<file path="src/rtl/apb_s3_master.sv">
// apb_s3_master: APB master stage driving the slave-3 port of the NoC bridge.
//
// Takes single-beat read/write requests over a valid/ready handshake, runs each
// one as an APB SETUP->ACCESS transfer on the S3_* pins and returns read data
// plus error status on a buffered valid/ready response channel. A PREADY
// timeout forces an error completion so a hung slave cannot stall the fabric.
//
// Ports:
//   ACLK, ARESETn                 clock (rising edge), async active-low reset
//   req_valid/req_ready           request handshake
//   req_write/addr/wdata/strb     request payload
//   rsp_valid/rsp_ready           response handshake
//   rsp_rdata/rsp_err             response payload (rdata is 0 for writes/timeouts)
//   S3_PSEL..S3_PSTRB             registered APB master outputs
//   S3_PRDATA/PREADY/PSLVERR      APB slave returns
//
// Parameters:
//   TIMEOUT_CYCLES  ACCESS cycles allowed before a forced error; 0 disables
//   CNT_W           timeout counter width, 2**CNT_W > TIMEOUT_CYCLES
module apb_s3_master #(
  parameter int unsigned TIMEOUT_CYCLES = 255,
  parameter int unsigned CNT_W          = 8
) (
  input  logic        ACLK,
  input  logic        ARESETn,
  input  logic        req_valid,
  output logic        req_ready,
  input  logic        req_write,
  input  logic [31:0] req_addr,
  input  logic [31:0] req_wdata,
  input  logic [3:0]  req_strb,
  output logic        rsp_valid,
  input  logic        rsp_ready,
  output logic [31:0] rsp_rdata,
  output logic        rsp_err,
  output logic        S3_PSEL,
  output logic        S3_PENABLE,
  output logic        S3_PWRITE,
  output logic [31:0] S3_PADDR,
  output logic [31:0] S3_PDATA,
  output logic [3:0]  S3_PSTRB,
  input  logic [31:0] S3_PRDATA,
  input  logic        S3_PREADY,
  input  logic        S3_PSLVERR
);

  typedef enum logic [1:0] {StIdle, StSetup, StAccess, StResp} state_e;

  localparam bit              TimeoutEn = (TIMEOUT_CYCLES != 0);
  localparam logic [CNT_W-1:0] CntLast  = CNT_W'(TIMEOUT_CYCLES - 1);

  state_e             state_q;
  logic [CNT_W-1:0]   cnt_q;
  logic               psel_q, penable_q, pwrite_q;
  logic [31:0]        paddr_q, pdata_q;
  logic [3:0]         pstrb_q;
  logic               rsp_valid_q, rsp_err_q;
  logic [31:0]        rsp_rdata_q;
  logic               timeout_hit;

  assign timeout_hit = TimeoutEn && (cnt_q == CntLast);

  always_ff @(posedge ACLK or negedge ARESETn) begin
    if (!ARESETn) begin
      state_q     <= StIdle;
      cnt_q       <= '0;
      psel_q      <= 1'b0;
      penable_q   <= 1'b0;
      pwrite_q    <= 1'b0;
      paddr_q     <= '0;
      pdata_q     <= '0;
      pstrb_q     <= '0;
      rsp_valid_q <= 1'b0;
      rsp_err_q   <= 1'b0;
      rsp_rdata_q <= '0;
    end else begin
      unique case (state_q)
        StIdle: begin
          // Request lands straight in the APB output registers; that is SETUP.
          if (req_valid) begin
            psel_q   <= 1'b1;
            pwrite_q <= req_write;
            paddr_q  <= req_addr;
            pdata_q  <= req_write ? req_wdata : '0;
            pstrb_q  <= req_write ? req_strb : '0;
            state_q  <= StSetup;
          end
        end
        StSetup: begin
          penable_q <= 1'b1;
          cnt_q     <= '0;
          state_q   <= StAccess;
        end
        StAccess: begin
          // PREADY is tested first so it wins over a same-cycle timeout.
          if (S3_PREADY) begin
            rsp_rdata_q <= pwrite_q ? '0 : S3_PRDATA;
            rsp_err_q   <= S3_PSLVERR;
            psel_q      <= 1'b0;
            penable_q   <= 1'b0;
            rsp_valid_q <= 1'b1;
            state_q     <= StResp;
          end else if (timeout_hit) begin
            rsp_rdata_q <= '0;
            rsp_err_q   <= 1'b1;
            psel_q      <= 1'b0;
            penable_q   <= 1'b0;
            rsp_valid_q <= 1'b1;
            state_q     <= StResp;
          end else begin
            cnt_q <= cnt_q + 1'b1;
          end
        end
        StResp: begin
          if (rsp_ready) begin
            rsp_valid_q <= 1'b0;
            state_q     <= StIdle;
          end
        end
        default: state_q <= StIdle;
      endcase
    end
  end

  // Gated by ARESETn so req_ready reads 0 while reset is held, 1 right after.
  assign req_ready  = ARESETn && (state_q == StIdle);
  assign rsp_valid  = rsp_valid_q;
  assign rsp_rdata  = rsp_rdata_q;
  assign rsp_err    = rsp_err_q;
  assign S3_PSEL    = psel_q;
  assign S3_PENABLE = penable_q;
  assign S3_PWRITE  = pwrite_q;
  assign S3_PADDR   = paddr_q;
  assign S3_PDATA   = pdata_q;
  assign S3_PSTRB   = pstrb_q;

endmodule
</file>
<file path="config.mk">
export PLATFORM = sky130hd
export DESIGN_NAME = apb_s3_master
export DESIGN_NICKNAME = d
export VERILOG_FILES = /design/src/rtl/apb_s3_master.sv
export SDC_FILE = /design/constraint.sdc
export NUM_CORES = 1
export LEC_CHECK = 0
export BUFFER_PORTS_ARGS = -buffer_cell sky130_fd_sc_hd__buf_4
export CELL_PAD_IN_SITES_DETAIL_PLACEMENT = 1
export CELL_PAD_IN_SITES_GLOBAL_PLACEMENT = 1
export CORE_ASPECT_RATIO = 0.6
export CORE_MARGIN = 1
export CORE_UTILIZATION = 32
export DETAILED_ROUTE_END_ITERATION = 8
export PLACE_DENSITY_LB_ADDON = 0.2
export REMOVE_ABC_BUFFERS = 1
export SLEW_MARGIN = 25
export SYNTH_ARGS = -nofsm -noshare
export SYNTH_HDL_FRONTEND = slang
export SYNTH_SLANG_ARGS = --single-unit
export TNS_END_PERCENT = 30
</file>
<file path="constraint.sdc">
create_clock -name ACLK -period 1.7 [get_ports ACLK]
set_input_delay 0 -clock ACLK [delete_from_list [all_inputs] [get_ports ACLK]]
set_output_delay 0 -clock ACLK [all_outputs]
set_load 0.1 [all_outputs]
</file>
==> results of run 1 <==
per-stage QoR:
step | hold WS, ns | utilization (%)
6_report | 0.0365 | 58.2
5_1_grt | 0.0676 | 58.2
4_1_cts | 0.0212 | 58.0
3_5_place_dp | -0.0507 | 46.5
3_3_place_gp | -0.0553 | 46.5
2_1_floorplan | -0.296 | -
cell families (layout without fill, tap and decap cells):
kind of cell / count (synthesis) / count (layout) / synth area share [%]
DFF: 115 / 115 / 59.4
buffers and inverters: 38 / 382 / 3.28
adders and majority gates: 7 / 7 / 1.81
xor gates and xnor gates: 3 / 3 / 0.542
muxes: 35 / 35 / 8.21
and+or+nand+nor: 125 / 125 / 14.7
AOI/OAI and AO/OA: 90 / 90 / 12.1
worst paths after layout:
| path | endpoint | startpoint | cells after the start | slack [ns] |
|---|---|---|---|---|
| worst max-delay path | cnt_q[5] | cnt_q[0] | 6 | 0.02 |
| worst min-delay path | S3_PSTRB[2] | req_write | 3 | 0.04 |
| worst max register to register | cnt_q[5] | cnt_q[0] | 6 | 0.02 |
| worst min register to register | rsp_rdata[13] | rsp_rdata[13] | 1 | 0.48 |
| max in group asynchronous | rsp_rdata[27] | ARESETn | 3 | 0.76 |
| min in group asynchronous | S3_PADDR[17] | ARESETn | 2 | 0.07 |
state kept, by name (all words and copies together), names as in the netlist:
name,count
S3_PSEL,1
S3_PSTRB,4
S3_PWRITE,1
rsp_valid,1
rsp_err,1
state_q,2
cnt_q,8
S3_PENABLE,1
S3_PDATA,32
S3_PADDR,32
rsp_rdata,32
synth_stat cells:
cell type	n	area share, %
o41ai_1	1	0.18
mux2_2	34	7.9
nand4b_1	1	0.18
o21ai_0	41	4.2
buf_1	3	0.23
o31ai_1	1	0.15
a22oi_2	1	0.26
a22o_1	1	0.18
o32a_1	1	0.21
ha_1	7	1.8
nand2_1	79	6.1
and4_4	1	0.23
xnor2_1	1	0.18
and4b_1	32	6.6
a21o_1	33	5.1
buf_6	1	0.23
a21oi_1	3	0.31
nand3_1	7	0.72
dfrtp_1	115	59
a211o_4	1	0.36
buf_2	7	0.72
clkbuf_1	18	1.4
and3_1	1	0.13
o22ai_1	2	0.26
mux2_4	1	0.31
inv_1	9	0.70
o311ai_1	2	0.36
nand4_1	1	0.13
nor2b_4	1	0.28
nand3b_1	1	0.15
and2_1	1	0.13
xor2_1	2	0.36
o211ai_1	1	0.15
o2bb2ai_1	1	0.18
a31oi_1	1	0.13
area by class of cell:
cell class                 count  area share [%]
multi-input combinational    260            21.6
clock buffer                  18            5.15
timing repair buffer         342            34.0
sequential                   115            33.8
inverter                       9           0.397
clock inverter                13            2.14
tap                          198            2.91
worst max-delay path: stages, from the launching register on:
cell and delay (ns):
dfrtp_1 0.37, inv_2 0.06, ha_4 0.15, and3_4 0.14, a211o_4 0.37, buf_4 0.16, o41ai_1 0.31
layer usage:
layer	vias up	wire, um	GRT usage (%)
met4	0	294	7.33
met5	-	0	0
met1	2277	7530	29.1
met2	139	8520	38.3
li1	2110	-	-
met3	22	881	5.80
repair_timing:
action / in CTS / in global routing
gates resized for setup: 0 / 9
pin swaps: 2 / 2
endpoints found under the setup margin: 3 / 40
hold buffers: 104 / 0
endpoints found under the hold margin: 179 / 0
setup buffers: 1 / 0
cloned: 0 / 1
cell usage in the layout, fill, tap and decap left out, drive strengths merged, types with 2 or more instances in the layout:
master       netlist  final
dlygate4sd3        0    104
clkinv             0      4
dfrtp            115    115
clkinvlp           0      4
xor2               2      2
o21ai             41     41
nand3              7      7
a21o              33     33
nand2             79     79
bufinv             0      4
inv                9     10
and4b             32     32
clkbuf            18     18
a21oi              3      3
o22ai              2      2
o311ai             2      2
buf               11    238
ha                 7      7
mux2              35     35
==> flow_metrics.tcl, run 1 <==
set metrics [dict create \
    cts.sinks 115 \
    vias_per_cell 4.76 \
    cts_made_buffers 17 \
    ant_nets 0 \
    setup_ws_ns 0.0188 \
    hold_viol_final 0 \
    fin_crit_ns 1.68 \
    ys_types 35 \
    cp.arrival_ns 1.97 \
    cp_max_fo 7 \
    wire_per_inst_um 18.0 \
    relSlewSlack_pct 65.3 \
    drtIter0Drc 182 \
    netlist_area_mm2 0.00485 \
    fp.dieW_um 161 \
    htreeDepth 4 \
    start_util_pct 33.1 \
    drv_slew 0 \
    cts_buffer_depth 2 \
    start_kind "register" \
    fillerInstances 1556 \
    nets 859 \
    grt_pass1_wl_um 27800 \
    synth_seq_area_share_pct 59.4 \
    first_pass_iters 4 \
    port_buffers 212 \
    seqCellArea_mm2 0.00288 \
    crit_type "reg -> reg" \
    maxCapViolCount 0 \
    finalSetupTns_ns 0 \
    drcViolationCount 0 \
    yosysWarnings 0 \
    clock_latency_ns 0.40 \
    multi_input_area_mm2 0.00184 \
    period_share_pct 98.9 \
    rsz0062_at_grt "true" \
    dp_hpwl_um 10700 \
    place_area_mm2 0.00681 \
    syn-mean-instance-area_um2 11.7 \
    finalWeightedCongestion 0.834 \
    cts_tree "built" \
    pre_cts_ws_ns -0.0325 \
    ctsRootBufferMaster "clkbuf_16" \
    antenna_found_initial 0 \
    status "finished clean" \
    area_growth_pct 75.8 \
    grt_max_degree 53 \
    rows 34 \
    clock_skew_ns 0.0119 \
    finalSetupViolCount 0 \
    n_antenna_cell 0 \
    final_area_mm2 0.00852 \
    syn_inst 413 \
    vias 4548 \
    track_usage_pct 22.9 \
    dp.cells 818 \
    drt_wl_total_um 17200 \
    end_kind "register" \
    finalNonFillerCells 955 \
    ys_seq_elements 115 \
    worst_slew_pin_slew_ns 0.520 \
    min_path_type "in -> reg" \
    path_clk_slew_ns 0.06 \
    drive_gt1_share_pct 41.6 \
    die_h_um 97.3 \
    grt.overflow.total 0 \
    die-area_mm2 0.0157 \
    num_io_pins 213 \
    cp_data_required_time_ns 1.98 \
    fmax_mhz 595 \
    grt_pass1_vias 5037 \
    coreArea_mm2 0.0146 \
]
Power of run 1 is not shown: default switching activity piles up to over one toggle a cycle in this logic, so the estimate is an artifact.
==> inputs of run 2 (changes only) <==
Settings changed: BUFFER_PORTS_ARGS -buffer_cell sky130_fd_sc_hd__buf_4 to unset, CORE_UTILIZATION 32 to 40, DONT_BUFFER_PORTS set to 1, MAX_ROUTING_LAYER set to met4.
==> run 2 against run 1 <==
Via count is 4.6% lower; core utilization is 8.9 points higher; fmax increased by 0.68%; the flow now finishes with violations (hold timing); register-to-register slack is essentially flat; die area is 20% lower; non-clock buffer count decreased by 98; first-iteration DRC count up 10%; cell count down 14%; clock skew rose by 0.00094 ns; cell area decreased by 9.0%.
==> flow_metrics.tcl, run 2 (synthesized netlist as in run 1, its figures left out) <==
set metrics [dict create \
    status "finished, violations left" \
    violations "hold timing" \
    finalSetupViolCount 0 \
    regToRegSetupSlack_ns 0.03 \
    cp_max_fo 5 \
    cts_buffer_depth 2 \
    final_common_cell "buf_4" \
    grt_pass1_vias 4808 \
    maxCapViolCount 0 \
    clock_latency_ns 0.41 \
    cts_tree "built" \
    grt.overflow.total 0 \
    worstPathCellList "inv_1, ha_2, and3_4, a211o_4, nor2b_4, mux2_4" \
    dp_hpwl_um 9240 \
    vias_per_cell 5.28 \
    area_growth_pct 60.0 \
    crit_type "reg -> reg" \
    min_path_type "in -> async" \
    cts_made_buffers 17 \
    drive_gt1_share_pct 31.6 \
    grt_max_degree 117 \
    finalNonFillerCells 822 \
    setup_ws_ns 0.0301 \
    start_util_pct 41.9 \
    coreArea_mm2 0.0116 \
    wire_per_inst_um 22.6 \
    drtIter0Drc 201 \
    num_io_pins 213 \
    fmax_mhz 599 \
    fin_crit_ns 1.67 \
    ctsRootBufferMaster "clkbuf_16" \
    first_pass_iters 4 \
    reg2reg_to "state_q[1]" \
    pre_cts_ws_ns -0.0332 \
    grt_pass1_wl_um 27300 \
    antenna_found_initial 2 \
    relSlewSlack_pct 60.9 \
    die_h_um 87.3 \
    finalWeightedCongestion 0.794 \
    drcViolationCount 0 \
    die-area_mm2 0.0126 \
    final_core_util_pct 67.1 \
    start_kind "register" \
    rows 30 \
    period_share_pct 98.2 \
    whs_ns -0.718 \
    nets 762 \
    slowest_stage "a211o_4" \
    cts.hold.buffers_added 119 \
    rsz0062_at_grt "true" \
    htreeDepth 4 \
    cpPeakStageDelay_ns 0.38 \
    cp.arrival_ns 1.96 \
    hold_viol_final 115 \
    r2r_start "cnt_q[0]" \
    drv_slew 0 \
    worst_slew_pin_slew_ns 0.587 \
    cts.sinks 115 \
    dp.cells 665 \
    drt_wl_total_um 18600 \
    fp.dieW_um 144 \
    clock_skew_ns 0.0128 \
    port_buffers 0 \
    track_usage_pct 30.9 \
    vias 4337 \
    ant_nets 0 \
    cp_data_required_time_ns 1.99 \
    end_kind "register" \
    r2r_cells 6 \
    path_clk_slew_ns 0.06 \
    mostFrequentLayoutCells "buf_4 (118), dlygate4sd3_1 (117), dfrtp_1 (114)" \
]
==> run 2: changes by cell type in the layout (fill, tap and decap cells not counted), sizes merged <==
cell,previous run,this run
diode,0,1
clkinvlp,4,2
inv,10,12
bufinv,4,1
a211o,1,2
buf,238,127
dlygate4sd3,104,117
clkinv,4,8
==> run 2: worst max-delay path by stage <==
stage,start,endpoint,slack [ns]
2_1_floorplan,state_q[0],S3_PADDR[0],-1.21
3_5_place_dp,cnt_q[0],cnt_q[3],-0.03
3_3_place_gp,cnt_q[0],cnt_q[3],0.05
6_report,cnt_q[0],state_q[1],0.03
5_1_grt,cnt_q[0],state_q[1],-0.03
4_1_cts,cnt_q[0],state_q[1],0.0005
==> run 2: through the flow <==
step	area [um2]	setup TNS, ns
6_report	7750	0
5_1_grt	7750	-0.0860
4_1_cts	7670	0
3_5_place_dp	5890	-0.0332
3_3_place_gp	5890	0
2_1_floorplan	4720	-96.52
==> run 2: per-layer routing <==
layer | GRT usage [%] | vias to the layer above | share of wire [%]
li1 | - | 1931 | -
met1 | 35.6 | 2187 | 40
met2 | 51.4 | 174 | 51
met3 | 8.03 | 45 | 6.0
met4 | 13.5 | 0 | 3.0
met5 | - | - | 0
==> run 2: repair_timing <==
item,in CTS,in global routing
cloned,0,2
pin swaps,1,5
setup endpoints to repair,4,59
buffers inserted,0,3
hold endpoints to repair,227,115
gates resized for setup,4,12
==> run 2: cell type report <==
class	instances	area, um2
Fill cell	1197	3810
Timing Repair Buffer	244	2190
Sequential cell	115	2880
Inverter	9	33.8
Tap cell	160	200
Antenna cell	1	2.50
Clock inverter	14	130
Multi-Input combinational cell	261	1880
Clock buffer	18	439
==> run 2: worst max-delay path: cells and delay by family (launching register included) <==
kind            cells  cell delay (ns)
simple gates        2             0.31
flops               1             0.35
compound gates      1             0.38
mux                 1             0.29
fa+ha+maj           1             0.16
buf+inv             1             0.06
Power of run 2 is left out for the same reason.
==> inputs of run 3 (changes only) <==
Clock period 1.7 ns to 1.99 ns, I/O delays scaled along.
==> run 3 against run 2 <==
The run still ends with hold timing left; first-iteration DRC count up 6.0%; wire length fell by 1.3%; global-route usage grew 0.18 points; count of clock-buffer cells in the layout rose by 1; setup slack improved by 0.025 ns; cell count shrank 0.24%; die area did not move; flip-flop and latch count stayed put; register-to-register slack improved by 0.03 ns; cell area fell by 0.19%; worst hold slack gained 0.013 ns; sequential share of layout area grew 0.072 points; largest cell class unchanged; highest routed layer unchanged.
==> flow_metrics.tcl, run 3 (synthesized netlist as in run 1, its figures left out) <==
set metrics [dict create \
    drtIter0Drc 213 \
    cts.hold.buffers_added 129 \
    ctsRootBufferMaster "clkbuf_16" \
    grt.overflow.total 0 \
    grt_pass1_wl_um 27800 \
    port_buffers 0 \
    cts_buffer_depth 2 \
    rsz0062_at_grt "false" \
    globalRouteMet1Util_pct 34.6 \
    cp_data_required_time_ns 2.25 \
    fmax_mhz 517 \
    seqCellArea_mm2 0.00288 \
    grt_max_degree 117 \
    hold_viol_final 115 \
    period_share_pct 97.2 \
    r2r_cells 6 \
    status "finished, violations left" \
    cts_tree "built" \
    drive_gt1_share_pct 28.6 \
    r2r_start "cnt_q[0]" \
    finalSetupViolCount 0 \
    clock_latency_ns 0.41 \
    maxCapViolCount 0 \
    startpoint "cnt_q[0]" \
    cp.arrival_ns 2.20 \
    coreArea_mm2 0.0116 \
    vias_per_cell 5.34 \
    crit_type "reg -> reg" \
    mostFrequentLayoutCells "dlygate4sd3_1 (127), dfrtp_1 (114), buf_4 (113)" \
    nets 761 \
    finalWeightedCongestion 0.806 \
    final_common_cell "dlygate4sd3_1" \
    drt_wl_total_um 18300 \
    grt_pass1_vias 4922 \
    track_usage_pct 31.1 \
    fillerInstances 1179 \
    drv_slew 0 \
    drcViolationCount 0 \
    critical_path.endpoint "cnt_q[5]" \
    rows 30 \
    violations "hold timing" \
    dp_hpwl_um 9200 \
    min_path_type "in -> async" \
    pre_cts_ws_ns 0.0941 \
    worst_slew_pin_slew_ns 0.611 \
    ant_nets 0 \
    postCtsSetupBuffers 0 \
    clock_skew_ns 0.0145 \
    start_kind "register" \
    reg2reg_to "cnt_q[5]" \
    cp_max_fo 18 \
    met2_usage_pct 53.2 \
    busiest_layer "met2" \
    path_clk_slew_ns 0.06 \
    vias 4375 \
    grt_use_met3_pct 9.35 \
    setup_ws_ns 0.0551 \
    fp.dieW_um 144 \
    cts.sinks 115 \
    end_kind "register" \
    start_util_pct 41.9 \
    htreeDepth 4 \
    die_h_um 87.3 \
    die-area_mm2 0.0126 \
    cts_made_buffers 17 \
    relSlewSlack_pct 59.3 \
    n_antenna_cell 0 \
    area_growth_pct 59.7 \
    whs_ns -0.705 \
    post_cts_resized 0 \
    regToRegSetupSlack_ns 0.06 \
    antenna_found_initial 0 \
    multi_input_area_mm2 0.00182 \
    fin_crit_ns 1.93 \
    num_io_pins 213 \
    first_pass_iters 4 \
    wire_per_inst_um 22.3 \
]
[run 3: worst min path at each step]
stage	slack, ns	end	cells after the start	from
3_3_place_gp	-0.29	S3_PDATA[12]	0	ARESETn
6_report	-0.70	S3_PDATA[12]	0	ARESETn
2_1_floorplan	-0.30	S3_PADDR[0]	0	ARESETn
4_1_cts	-0.73	S3_PDATA[12]	0	ARESETn
5_1_grt	-0.73	S3_PADDR[21]	0	ARESETn
3_5_place_dp	-0.29	S3_PDATA[12]	0	ARESETn
[run 3: routing by layer]
metal	vias to the layer above	part of all wire [%]
met5	-	0
met4	0	2.3
met3	35	7.0
met2	195	52
met1	2222	39
li1	1923	-
[run 3: area by class of cell]
class / instances / area share [%]
clock buffer: 19 / 5.72
clock inverter: 13 / 2.36
inverter: 9 / 0.436
multi-input combinational: 260 / 23.5
sequential: 115 / 37.2
tap: 160 / 2.59
timing repair buffer: 244 / 28.2
[run 3: worst max-delay path, stage by stage, from the launching register on]
cell,delay [ns]
dfrtp_1,0.45
inv_1,0.08
ha_1,0.20
and3_1,0.18
a211o_4,0.43
o311ai_1,0.31
o41ai_1,0.14
[run 3: metrics by stage]
stage                     hold WS [ns]  instances  area [um2]  utilization [%]  setup TNS, ns
final                           -0.705        820        7740             66.9              0
after global routing            -0.731        820        7740             66.9              0
after CTS                       -0.728        820        7740             67.0              0
after detailed placement        -0.294        659        5820             50.3              0
after global placement          -0.293        659        5820             50.3              0
after floorplan                 -0.296        384        4720                -         -64.43
Power of run 3 is left out for the same reason.
